### config.mk
export PLATFORM = sky130hd
export DESIGN_NAME = rx_deserializer
export DESIGN_NICKNAME = d
export VERILOG_FILES = /design/src/rtl/rx_deserializer.sv
export SDC_FILE = /design/constraint.sdc
export NUM_CORES = 1
export LEC_CHECK = 0
export CAP_MARGIN = 20
export CORE_ASPECT_RATIO = 0.7
export CORE_MARGIN = 1.5
export CORE_UTILIZATION = 35
export CTS_BUF_LIST = sky130_fd_sc_hd__clkbuf_8
export DETAILED_ROUTE_END_ITERATION = 6
export PLACE_DENSITY = 0.57
export SETUP_SLACK_MARGIN = 0.02
export SLEW_MARGIN = 30
export SYNTH_ARGS = -nofsm -noshare
export SYNTH_HDL_FRONTEND = slang
export SYNTH_SLANG_ARGS = --single-unit
### constraint.sdc
create_clock -name i_clk -period 3.9 [get_ports i_clk]
set_input_delay 0.585 -clock i_clk [delete_from_list [all_inputs] [get_ports i_clk]]
set_output_delay 0.585 -clock i_clk [all_outputs]
set_load 0.02 [all_outputs]
### src/rtl/rx_deserializer.sv
// UART receive deserializer: synchronizes and oversamples the RX line, majority-votes each bit,
// and reports each frame as a good word, a parity error and/or a stop-bit error.
module rx_deserializer #(
    parameter int WIDTH    = 8,
    parameter int PRESCALE = 8
) (
    input  logic             i_clk,
    input  logic             i_rst,
    input  logic             i_rx_in,
    input  logic             i_par_en,
    input  logic             i_par_typ,
    output logic [WIDTH-1:0] o_data,
    output logic             o_data_valid,
    output logic             o_par_err,
    output logic             o_stp_err,
    output logic             o_busy
);

    localparam int CW = (PRESCALE > 2) ? $clog2(PRESCALE) : 1;
    localparam int BW = (WIDTH > 1) ? $clog2(WIDTH) : 1;
    localparam logic [CW-1:0] LAST_EDGE  = CW'(PRESCALE - 1);
    localparam logic [CW-1:0] SAMPLE_LO  = CW'(PRESCALE / 2 - 1);
    localparam logic [CW-1:0] SAMPLE_MID = CW'(PRESCALE / 2);
    localparam logic [CW-1:0] SAMPLE_HI  = CW'(PRESCALE / 2 + 1);
    localparam logic [BW-1:0] LAST_BIT   = BW'(WIDTH - 1);

    typedef enum logic [2:0] {
        IDLE   = 3'd0,
        START  = 3'd1,
        DATA   = 3'd2,
        PARITY = 3'd3,
        STOP   = 3'd4
    } state_t;

    function automatic logic majority3(input logic [2:0] v);
        majority3 = (v[0] & v[1]) | (v[1] & v[2]) | (v[0] & v[2]);
    endfunction

    function automatic logic expected_parity(input logic [WIDTH-1:0] data, input logic odd);
        expected_parity = odd ? ~(^data) : (^data);
    endfunction

    state_t           state_r;
    logic [1:0]       sync_r;
    logic [CW-1:0]    edge_cnt_r;
    logic [BW-1:0]    bit_cnt_r;
    logic [2:0]       vote_r;
    logic [WIDTH-1:0] shift_r;
    logic             par_en_r;
    logic             par_typ_r;
    logic             par_mis_r;

    logic             rx_s;
    logic             bit_end_s;
    logic             sample_s;
    logic [2:0]       votes_s;
    logic             voted_s;

    assign rx_s      = sync_r[1];
    assign bit_end_s = (edge_cnt_r == LAST_EDGE);
    assign sample_s  = (edge_cnt_r == SAMPLE_LO) || (edge_cnt_r == SAMPLE_MID) ||
                       (edge_cnt_r == SAMPLE_HI);
    assign voted_s   = majority3(votes_s);

    // Vote set seen at bit end; the last sample can coincide with the bit end when PRESCALE is 4.
    always_comb begin
        votes_s = vote_r;
        if (edge_cnt_r == SAMPLE_HI) begin
            votes_s = {vote_r[1:0], rx_s};
        end else begin
            votes_s = vote_r;
        end
    end

    // Two-flop synchronizer for the asynchronous serial line, idling high.
    always_ff @(posedge i_clk) begin
        if (i_rst) begin
            sync_r <= 2'b11;
        end else begin
            sync_r <= {sync_r[0], i_rx_in};
        end
    end

    // Frame FSM with bit timing, voting, shifting and registered result pulses.
    always_ff @(posedge i_clk) begin
        if (i_rst) begin
            state_r      <= IDLE;
            edge_cnt_r   <= '0;
            bit_cnt_r    <= '0;
            vote_r       <= 3'b111;
            shift_r      <= '0;
            par_en_r     <= 1'b0;
            par_typ_r    <= 1'b0;
            par_mis_r    <= 1'b0;
            o_data       <= '0;
            o_data_valid <= 1'b0;
            o_par_err    <= 1'b0;
            o_stp_err    <= 1'b0;
            o_busy       <= 1'b0;
        end else begin
            o_data_valid <= 1'b0;
            o_par_err    <= 1'b0;
            o_stp_err    <= 1'b0;
            if (state_r != IDLE) begin
                edge_cnt_r <= bit_end_s ? '0 : edge_cnt_r + CW'(1);
                if (sample_s) begin
                    vote_r <= {vote_r[1:0], rx_s};
                end
            end
            case (state_r)
                IDLE: begin
                    // The detection cycle is edge 0 of the start bit, so START begins at edge 1.
                    if (!rx_s) begin
                        state_r    <= START;
                        o_busy     <= 1'b1;
                        edge_cnt_r <= CW'(1);
                        par_en_r   <= i_par_en;
                        par_typ_r  <= i_par_typ;
                        par_mis_r  <= 1'b0;
                    end else begin
                        edge_cnt_r <= '0;
                    end
                end
                START: begin
                    if (bit_end_s) begin
                        if (voted_s) begin
                            state_r <= IDLE;
                            o_busy  <= 1'b0;
                        end else begin
                            state_r   <= DATA;
                            bit_cnt_r <= '0;
                        end
                    end
                end
                DATA: begin
                    if (bit_end_s) begin
                        shift_r[bit_cnt_r] <= voted_s;
                        if (bit_cnt_r == LAST_BIT) begin
                            state_r <= par_en_r ? PARITY : STOP;
                        end else begin
                            bit_cnt_r <= bit_cnt_r + BW'(1);
                        end
                    end
                end
                PARITY: begin
                    if (bit_end_s) begin
                        par_mis_r <= (voted_s != expected_parity(shift_r, par_typ_r));
                        state_r   <= STOP;
                    end
                end
                STOP: begin
                    if (bit_end_s) begin
                        state_r <= IDLE;
                        o_busy  <= 1'b0;
                        if (voted_s && !par_mis_r) begin
                            o_data       <= shift_r;
                            o_data_valid <= 1'b1;
                        end else begin
                            o_par_err <= par_mis_r;
                            o_stp_err <= ~voted_s;
                        end
                    end
                end
                default: begin
                    state_r <= IDLE;
                    o_busy  <= 1'b0;
                end
            endcase
        end
    end

endmodule
==> impl_metrics.py <==
metrics = {
    "outcome": {
        "status": "finished clean",
    },
    "power_and_ir_drop": {
        "finalPower_w": 0.000703,
        "intPower_w": 0.000533,
        "power.density_mw_per_mm2": 346,
        "ir_worst_vdd_v": 0.000147,
        "power_frac_seq_pct": 56.2,
        "p_leak_nw": 0.818,
        "p_sw_share_pct": 24.1,
        "p_comb_share_pct": 7.8,
        "p_switching_w": 0.000170,
        "clkPwrFrac_pct": 36.0,
    },
    "worst_setup_path": {
        "reg2reg_from": "edge_cnt_r[0]",
        "rrSetupSlack_ns": 1.81,
        "cp_data_arrival_time_ns": 2.23,
        "required_ns": 4.04,
        "worstSetupEndpoint": "o_data[3]",
        "cp-start-kind": "flip-flop",
        "crit_fanout": 9,
        "reg2reg_depth": 7,
        "cp-end-kind": "flip-flop",
        "reg2reg_to": "o_data[3]",
        "critPathLaunch": "edge_cnt_r[0]",
        "path_class": "flip-flop to flip-flop",
    },
    "cells_and_area": {
        "area_growth_pct": 17.1,
        "n_antenna_cell": 0,
        "regArea_um2": 741,
        "multi_input_area_um2": 922,
        "drive_above_1_share_pct": 8.37,
        "stdcell_count": 272,
        "fillers": 486,
        "nNetsFinal": 213,
    },
    "place": {
        "io_buffers": 16,
        "dp_hpwl_um": 2270,
        "gp_congestion": 0.801,
        "dp_cells": 264,
        "dp_slack_ns": 1.61,
    },
    "synth": {
        "synth_top_family_by_area": "simple AND/OR/NAND/NOR gates",
        "async_reset_ff_share_pct": 0,
        "synthAdderAreaFrac_pct": 4.97,
        "synth.largest_area_cell": "dfxtp_1",
        "yosys-top-cells-count": "dfxtp_1 (37), nor2_1 (29), mux2i_1 (17), nand2_1 (10), inv_1 (9)",
        "synth_area_mm2": 0.00174,
        "postSynthAreaPerCell_um2": 9.24,
        "ys_seq_area_share_pct": 42.7,
        "synth-simple-area-share_pct": 21.3,
        "synthXorXnorAreaFrac_pct": 4.83,
        "ys.flop_type": "dfxtp_1",
        "synth.most_common_cell": "dfxtp_1",
        "yosysWarnings": 0,
        "synthTopCellsByArea": "dfxtp_1 (43%), mux2i_1 (9.8%), nor2_1 (6.3%), ha_1 (4.3%), xnor2_1 (3.0%)",
        "synth_fp_nets": 199,
        "synthMuxAreaShare_pct": 10.4,
        "ys_types": 43,
        "ys_ff_latch": 37,
        "synth-edff-count": 0,
        "synth_top_area_share_pct": 42.7,
        "synth_compound_area_share_pct": 11.4,
        "syn_inst": 188,
    },
    "floorplanning": {
        "rows": 21,
        "start_util_pct": 36.3,
        "die_w_um": 87.2,
        "io_pins": 17,
        "die_h_um": 61.9,
        "core_area_mm2": 0.00478,
        "dieArea_mm2": 0.00540,
    },
    "routing": {
        "drt-initial-drc-count": 52,
        "routedWlPerCell_um": 12.1,
        "vias_per_cell": 4.70,
        "drt-pass1-iter-count": 4,
        "ant_nets": 0,
        "via_count": 1278,
        "wl_um": 3300,
        "drc_errors": 0,
    },
    "sta": {
        "final_hold_viol_count": 0,
        "fin_crit_sh_pct": 53.5,
        "min_period_ns": 2.09,
        "tightest_slew_ns": 0.843,
        "setup_ws_ns": 1.81,
        "fin_skew_ns": 0.00888,
        "finalSetupViolations": 0,
        "rsz0062_at_grt": "false",
        "fmax_mhz": 479,
        "maxSlewViolCount": 0,
        "maxSlewHeadroom_pct": 43.6,
        "setup_tns_ns": 0,
    },
    "worst_hold_path": {
        "hold_class": "flip-flop to flip-flop",
        "hp-start": "sync_r[0]",
    },
    "global_routing": {
        "grt_pass1_vias": 1097,
        "grt_antenna_before_repair": 0,
        "grt_overflow_total": 0,
        "grt_pass1_wl_um": 5540,
        "grt_max_degree": 24,
        "grtUsageTotal_pct": 13.7,
    },
    "clocking": {
        "clk_pin_slew_worst_paths_ns": 0.07,
        "h-tree-depth": 2,
        "clockBufferDepth": 2,
        "cts-root-buf": "clkbuf_8",
        "hold_buffers": 0,
        "ctsResizeCount": 0,
        "clock_latency_ns": 0.28,
        "clock-sinks": 37,
        "cts_made_buffers": 5,
        "cts_setup_buffers": 0,
        "cts_tree": "yes",
    },
    "run": {
        "maxCapViolCount": 0,
    },
}
==> cell usage in the layout (no fill, tap or decap), types with 2 or more instances in the layout <==
cell	instances
inv_1	10
nor2_1	29
nand2_1	10
mux2i_1	17
clkdlybuf4s50_1	16
o21ai_0	4
and2_1	4
nand3b_1	2
nand2b_1	2
nor2b_1	3
nor3b_1	4
nand3_1	3
nor3_1	7
clkinv_2	2
a21oi_1	7
or2_2	2
clkbuf_8	5
dfxtp_1	37
xnor2_1	6
a22o_1	3
ha_1	6
==> sequential cells by signal, summed over array words and instances (netlist names) <==
name and cells:
o_data 8, sync_r 2, shift_r 8, par_typ_r 1, bit_cnt_r 3, o_stp_err 1, state_r 3, vote_r 3
par_mis_r 1, edge_cnt_r 3, par_en_r 1, o_busy 1, o_par_err 1, o_data_valid 1
==> layout make-up <==
cell class                 instances  share of cell area, %
multi-input combinational        132                   45.4
sequential                        37                   36.4
timing repair buffer              17                   8.25
tap                               69                   4.25
clock buffer                       5                   3.38
inverter                           9                   1.66
clock inverter                     3                  0.677
==> stage by stage <==
stage | instance area [um^2] | utilization (%) | hold WS (ns)
finish | 2030 | 42.5 | 0.413
CTS | 2030 | 42.5 | 0.413
global placement | 1950 | 40.7 | 0.392
detailed placement | 1950 | 40.8 | 0.396
floorplan | 1740 | - | 0.389
global route | 2030 | 42.5 | 0.432
==> worst min-delay path by stage <==
stage | end | slack [ns] | cells past startpoint
final | sync_r[1] | 0.41 | 1
after floorplan | sync_r[1] | 0.39 | 1
after global placement | sync_r[1] | 0.39 | 1
after global routing | sync_r[1] | 0.43 | 1
after detailed placement | sync_r[1] | 0.40 | 1
after CTS | sync_r[1] | 0.41 | 1
==> power groups by stage <==
stage | clock network, W | registers (W) | logic, W
after floorplan | 0 | 0.000400 | 0.0000417
after global placement | 0 | 0.000403 | 0.0000554
after detailed placement | 0 | 0.000404 | 0.0000547
after CTS | 0.000262 | 0.000395 | 0.0000553
after global routing | 0.000280 | 0.000397 | 0.0000607
final | 0.000253 | 0.000395 | 0.0000547
==> cells by family (layout without fill, tap and decap cells) <==
group | Yosys count | after routing
simple gates | 72 | 72
flops | 37 | 37
compound gates | 27 | 27
buf+inv | 19 | 34
mux | 18 | 18
xor+xnor | 8 | 8
fa+ha+maj | 7 | 7
==> per-layer routing <==
metal,share of wire [%],global-route usage [%],vias up
met5,0,0,-
met1,59,21.9,572
met3,4.1,4.36,2
met4,0.73,4.08,0
li1,-,-,681
met2,36,16.7,23
==> worst max-delay path, stage by stage, from the launching register on <==
cell	delay, ns
dfxtp_1	0.37
ha_1	0.19
ha_1	0.33
nand4bb_1	0.20
a311oi_1	0.33
o21ai_2	0.26
mux2i_1	0.21
nor2_1	0.05
No activity file was read; power rests on OpenSTA's default activity.
